**config.mk**
```make
export PLATFORM = sky130hd
export DESIGN_NAME = sender_controller
export DESIGN_NICKNAME = d
export VERILOG_FILES = /design/src/rtl/sender_controller.sv
export SDC_FILE = /design/constraint.sdc
export NUM_CORES = 1
export LEC_CHECK = 0
export BUFFER_PORTS_ARGS = -buffer_cell sky130_fd_sc_hd__buf_2
export CAP_MARGIN = 20
export CORE_ASPECT_RATIO = 1.4
export CORE_MARGIN = 4
export CORE_UTILIZATION = 25
export CTS_CLUSTER_DIAMETER = 50
export DETAILED_ROUTE_END_ITERATION = 10
export GPL_ROUTABILITY_DRIVEN = 0
export PLACE_DENSITY = 0.46
export SYNTH_ARGS = -nofsm -noshare
export SYNTH_HDL_FRONTEND = slang
export SYNTH_SLANG_ARGS = --single-unit
export TNS_END_PERCENT = 30
```
**constraint.sdc**
```tcl
create_clock -name clk -period 2.35 [get_ports clk]
set_input_delay 0.47 -clock clk [delete_from_list [all_inputs] [get_ports clk]]
set_output_delay 0.47 -clock clk [all_outputs]
set_load 0.01 [all_outputs]
```
**src/rtl/sender_controller.sv**
```systemverilog
// Owns the 16x16 sender memory: loads words in address order, then streams them out on Start.
// Load costs 4 cycles per word; a read takes 3 cycles to TxValid. TxReady low holds TxData and stalls all memory access.
module sender_controller #(
  parameter int DATA_W = 16,
  parameter int ADDR_W = 4,
  parameter int DEPTH  = 16
) (
  input  logic              clk,
  input  logic              rst,
  input  logic              LoadValid,
  input  logic [DATA_W-1:0] LoadData,
  output logic              LoadReady,
  input  logic              Start,
  output logic [DATA_W-1:0] TxData,
  output logic              TxValid,
  input  logic              TxReady,
  output logic              Busy,
  output logic              Done,
  output logic [ADDR_W-1:0] MemAddress,
  output logic [DATA_W-1:0] MemDataIn,
  output logic              MemReadEnable,
  output logic              MemWriteEnable,
  input  logic [DATA_W-1:0] MemDataOut
);

  typedef enum logic [2:0] {IDLE, WRITE_ACC, READ_ACC, TX, GAP, DONE} state_t;

  localparam logic [ADDR_W:0] DEPTH_W = DEPTH[ADDR_W:0];

  state_t            state;
  logic [ADDR_W:0]   word_count;
  logic [ADDR_W-1:0] read_ptr;
  logic              acc_cnt;
  logic              last_word;

  // Start has priority over a load offered in the same cycle.
  assign LoadReady = (state == IDLE) && (word_count < DEPTH_W) && !Start && !rst;
  assign last_word = ({1'b0, read_ptr} == (word_count - 1'b1));

  always_ff @(posedge clk) begin
    if (rst) begin
      state          <= IDLE;
      word_count     <= '0;
      read_ptr       <= '0;
      acc_cnt        <= 1'b0;
      TxData         <= '0;
      TxValid        <= 1'b0;
      Busy           <= 1'b0;
      Done           <= 1'b0;
      MemAddress     <= '0;
      MemDataIn      <= '0;
      MemReadEnable  <= 1'b0;
      MemWriteEnable <= 1'b0;
    end else begin
      case (state)
        IDLE: begin
          if (Start) begin
            if (word_count != '0) begin
              read_ptr      <= '0;
              MemAddress    <= '0;
              Busy          <= 1'b1;
              MemReadEnable <= 1'b1;
              acc_cnt       <= 1'b0;
              state         <= READ_ACC;
            end else begin
              Done  <= 1'b1;
              state <= DONE;
            end
          end else if (LoadValid && LoadReady) begin
            MemDataIn      <= LoadData;
            MemAddress     <= word_count[ADDR_W-1:0];
            MemWriteEnable <= 1'b1;
            acc_cnt        <= 1'b0;
            state          <= WRITE_ACC;
          end
        end
        WRITE_ACC: begin
          if (!acc_cnt) begin
            acc_cnt <= 1'b1;
          end else begin
            acc_cnt        <= 1'b0;
            MemWriteEnable <= 1'b0;
            word_count     <= word_count + 1'b1;
            state          <= GAP;
          end
        end
        READ_ACC: begin
          if (!acc_cnt) begin
            acc_cnt <= 1'b1;
          end else begin
            acc_cnt       <= 1'b0;
            MemReadEnable <= 1'b0;
            TxData        <= MemDataOut;
            TxValid       <= 1'b1;
            state         <= TX;
          end
        end
        TX: begin
          if (TxReady) begin
            TxValid <= 1'b0;
            if (last_word) begin
              Busy  <= 1'b0;
              Done  <= 1'b1;
              state <= DONE;
            end else begin
              read_ptr   <= read_ptr + 1'b1;
              MemAddress <= read_ptr + 1'b1;
              state      <= GAP;
            end
          end
        end
        // Busy distinguishes the transmit gap from the load gap.
        GAP: begin
          if (Busy) begin
            MemReadEnable <= 1'b1;
            acc_cnt       <= 1'b0;
            state         <= READ_ACC;
          end else begin
            state <= IDLE;
          end
        end
        DONE: begin
          Done       <= 1'b0;
          word_count <= '0;
          state      <= IDLE;
        end
        default: state <= IDLE;
      endcase
    end
  end

endmodule

```
==> results.txt <==
----------------------------------------------------
[Synth]
  Distinct cell type count of the synthesized netlist ... 49
  Xor/xnor cell area share of the yosys netlist ... 3.130%
  Total standard cell area after synthesis ... 2519 µm²
  Multiplexer share of the synthesized area ... 1.192%
  Dominant register cell in the synthesized netlist ... sky130_fd_sc_hd__dfxtp_1
  Portion of the post-synthesis area used by sequential elements ... 42.92%
  Yosys synthesis warning count ... 0
  Net count after synthesis ... 362
  Proportion of synthesized flip-flops having asynchronous set or reset ... 0%
  Area fraction in and, or, nand and nor cells after synthesis ... 26.23%
  Largest family of logic cells by synthesized area ... simple AND/OR/NAND/NOR gates
  Count of flip-flops with a built-in enable after synthesis ... 0
  Mean instance size in the synthesized netlist ... 7.822 µm²
  Adder-cell share of the synthesized area ... 1.490%
  Share of the synthesized area in compound gates (AO/OA/AOI/OAI) ... 19.37%
  Number of instances in the synthesized netlist ... 322
  Yosys reg bits ... 54

[CTS]
  Number of H-tree levels ... 2
  Clock latency at the later pin of the worst-skew pair ... 0.29 ns
  Total of cells resized after clock tree synthesis ... 0
  Clock input transition at the sequential cells of the worst setup and hold paths ... 0.07 ns
  Number of buffers added for setup after CTS ... 0
  Total CTS buffers ... 5
  Clock tree sinks ... 54
  TritonCTS clock tree ... yes
  Count of hold-fix buffers inserted at cts ... 0
  Root cell of the clock tree ... sky130_fd_sc_hd__clkbuf_16
  Maximum clock insertion buffer count ... 2

[Route]
  Length of the first detailed-routing pass in iterations ... 4
  Wire length after detailed routing ... 7.254 mm
  Routed WL per cell ... 13.87 µm
  Number of vias after detailed routing ... 2403
  DR vias/cell ... 4.595
  # DRC ... 0
  Antenna Violating Nets Remaining ... 0
  Iter 0 DRT Violations ... 106

[Cells and area]
  Final instance area ... 3179 µm²
  Fillers ... 1116
  Ratio of cells with drive above 1 in the final layout ... 25.77%
  Sequential Area ... 1081 µm²
  Number of inserted diodes ... 0
  Fin nets ... 428
  Area added between synthesis and finish ... 26.23%
  Area occupied by multi-input gates ... 1295 µm²
  Commonest non-fill, non-tap cells in the layout ... sky130_fd_sc_hd__nand2_1 (84), sky130_fd_sc_hd__buf_2 (78), sky130_fd_sc_hd__dfxtp_1 (54), sky130_fd_sc_hd__a21oi_1 (43), sky130_fd_sc_hd__nor2_1 (17)
  Number of non-filler instances in the completed layout ... 523
  Leading cell type in the layout, fill and taps excluded ... sky130_fd_sc_hd__nand2_1
  Post-layout util ... 32.12%

[Global routing]
  Wire length of the first global-routing pass ... 12.33 mm
  Overflow left after global routing ... 0
  Number of antenna violations at the first check in global routing ... 0
  Pin count of the biggest net entering global routing ... 33
  Number of global-route vias before repair ... 2440
  Total global routing track utilization ... 13.06%

[STA]
  Sum Neg Setup Slack ... 0 ns
  Actual slew at the worst max-slew pin ... 0.7647 ns
  Setup repair after global routing missed its margin ... false
  Number of hold-slack violations in the final timing report ... 0
  Number of setup violations in the final report ... 0
  Final min period ... 2.092 ns
  Setup skew after layout ... 0.002263 ns
  Final cycle utilization of the critical path ... 89.03%
  Number of slew-limit violations in the final report ... 0
  Setup ws final ... 0.2578 ns
  Upper clock frequency limit ... 0.4780 GHz
  Relative slew margins ... 49.02%
  Hold slack ... 0.4096 ns

[Flow run]
  Max_cap viols ... 0

[Die]
  Number of top-level pins ... 79
  Floorplan core area ... 9899 µm²
  Rows ... 43
  Chip width ... 92.83 µm
  Full die area ... 11770 µm²
  Effective utilization at floorplan ... 25.44%
  Chip height ... 126.8 µm

[Placed design]
  Setup Slack @ Placement ... 0.2661 ns
  Cell count after placement ... 516
  Post-place instance area ... 3010 µm²
  Number of buffers inserted by port buffering ... 78
  Post-detailed-placement half-perimeter wirelength ... 5.435 mm

[Power and ir drop]
  Cell Int Power ... 1.952 mW
  Power density over the cells ... 920.4 nW/µm²
  Proportion of power drawn by flip-flops and latches ... 39.1%
  Gate power share ... 31.8%
  Switching Fraction ... 33.29%
  Peak ir drop on the vdd network ... 279.2 µV
  P_leak ... 1.333 nW
  Proportion of power drawn by the clock network ... 29.1%
  Total power after layout ... 2.926 mW
  Switching power ... 0.9742 mW

[Worst setup path]
  Source of the worst register-to-register timing path ... word_count[0]
  Crit path required time ... 2.57 ns
  Worst reg2reg setup slack ... 0.26 ns
  Endpoint arrival time on the critical path ... 2.32 ns
  First element of the critical path ... word_count[0]
  Largest fanout on the critical path ... 12
  Endpoint of the worst register-to-register path ... MemAddress[0]
  Startpoint type of the worst setup path ... flip-flop
  Element type at the critical path end ... flip-flop
  Crit Path Category ... reg -> reg
  Number of cell instances on the worst register-to-register path ... 8

[Min path]
  WHS Path Cells ... 3
  HP Start ... LoadData[6]
  Worst min-delay path category ... in -> reg
  Hold Crit Endpoint ... MemDataIn[6]

[Status]
  Run status ... completed

----------------------------------------------------
==> cell families (layout without fill, tap and decap cells) <==
| family | count (synthesis) | count (layout) |
|---|---|---|
| AND/OR/NAND/NOR | 144 | 144 |
| XOR/XNOR | 9 | 9 |
| buffers and inverters | 32 | 98 |
| flip-flops | 54 | 54 |
| multiplexers | 3 | 3 |
| adder cells (fa/ha/maj) | 3 | 3 |
| AO/OA/AOI/OAI | 77 | 77 |
==> Yosys cell counts, types with 2 or more instances <==
master,n,area share (%)
sky130_fd_sc_hd__a21oi_1,43,8.5
sky130_fd_sc_hd__a2bb2oi_1,2,0.70
sky130_fd_sc_hd__a31oi_1,2,0.50
sky130_fd_sc_hd__a32o_1,3,1.2
sky130_fd_sc_hd__and3_1,5,1.2
sky130_fd_sc_hd__buf_2,12,2.4
sky130_fd_sc_hd__clkbuf_1,12,1.8
sky130_fd_sc_hd__dfxtp_1,54,43
sky130_fd_sc_hd__ha_1,3,1.5
sky130_fd_sc_hd__inv_1,6,0.89
sky130_fd_sc_hd__mux2i_1,3,1.2
sky130_fd_sc_hd__nand2_1,84,13
sky130_fd_sc_hd__nand2b_1,7,1.7
sky130_fd_sc_hd__nand3_1,8,1.6
sky130_fd_sc_hd__nand3b_1,2,0.60
sky130_fd_sc_hd__nand4_1,2,0.50
sky130_fd_sc_hd__nor2_1,17,2.5
sky130_fd_sc_hd__nor3_1,6,1.2
sky130_fd_sc_hd__nor3_2,2,0.79
sky130_fd_sc_hd__nor4_1,2,0.50
sky130_fd_sc_hd__o211a_1,2,0.79
sky130_fd_sc_hd__o211ai_1,3,0.89
sky130_fd_sc_hd__o21a_1,3,0.89
sky130_fd_sc_hd__o21ai_0,7,1.4
sky130_fd_sc_hd__xnor2_1,4,1.4
sky130_fd_sc_hd__xor2_1,5,1.7
==> layout make-up <==
class	instances	area share, %
multi-input combinational	236	40.73
sequential	54	34.00
timing repair buffer	85	13.93
tap	135	5.313
clock buffer	6	4.368
clock inverter	1	0.9445
inverter	6	0.7084
==> worst max-delay path by stage <==
| stage | endpoint | cells after the start |
|---|---|---|
| 2_1_floorplan | read_ptr[3] | 9 |
| 3_3_place_gp | MemDataIn[7] | 6 |
| 3_5_place_dp | MemAddress[3] | 8 |
| 4_1_cts | MemAddress[0] | 8 |
| 5_1_grt | MemDataIn[5] | 5 |
| 6_report | MemAddress[0] | 8 |
==> layer usage <==
layer	global-route usage [%]	vias up	part of all wire, %
met5	0	-	0
met4	5.781	0	2.9
met3	3.796	16	6.7
met2	22.27	76	50
met1	15.01	1086	40
li1	-	1225	-
==> power groups by stage <==
| stage | sequential, mW | clock (mW) | combinational, mW |
|---|---|---|---|
| after floorplan | 1.11 | 0 | 0.730 |
| after global placement | 1.16 | 0 | 0.939 |
| after detailed placement | 1.16 | 0 | 0.942 |
| after CTS | 1.14 | 0.891 | 0.947 |
| after global routing | 1.16 | 0.926 | 1.06 |
| final | 1.14 | 0.851 | 0.931 |
==> flip-flops by register name, indices dropped and copies added (netlist names) <==
name	cells
acc_cnt	1
state	3
word_count	5
MemWriteEnable	1
TxValid	1
Busy	1
MemAddress	4
read_ptr	4
MemDataIn	16
TxData	16
MemReadEnable	1
Done	1
==> critical path, stage by stage, from the launching register on <==
cell	delay, ns
sky130_fd_sc_hd__dfxtp_1	0.47
sky130_fd_sc_hd__inv_1	0.11
sky130_fd_sc_hd__ha_1	0.24
sky130_fd_sc_hd__nand2b_1	0.16
sky130_fd_sc_hd__and3_1	0.19
sky130_fd_sc_hd__o311ai_2	0.22
sky130_fd_sc_hd__buf_4	0.22
sky130_fd_sc_hd__o21a_1	0.23
sky130_fd_sc_hd__mux2i_1	0.19
(Power assumes the default switching activity.)
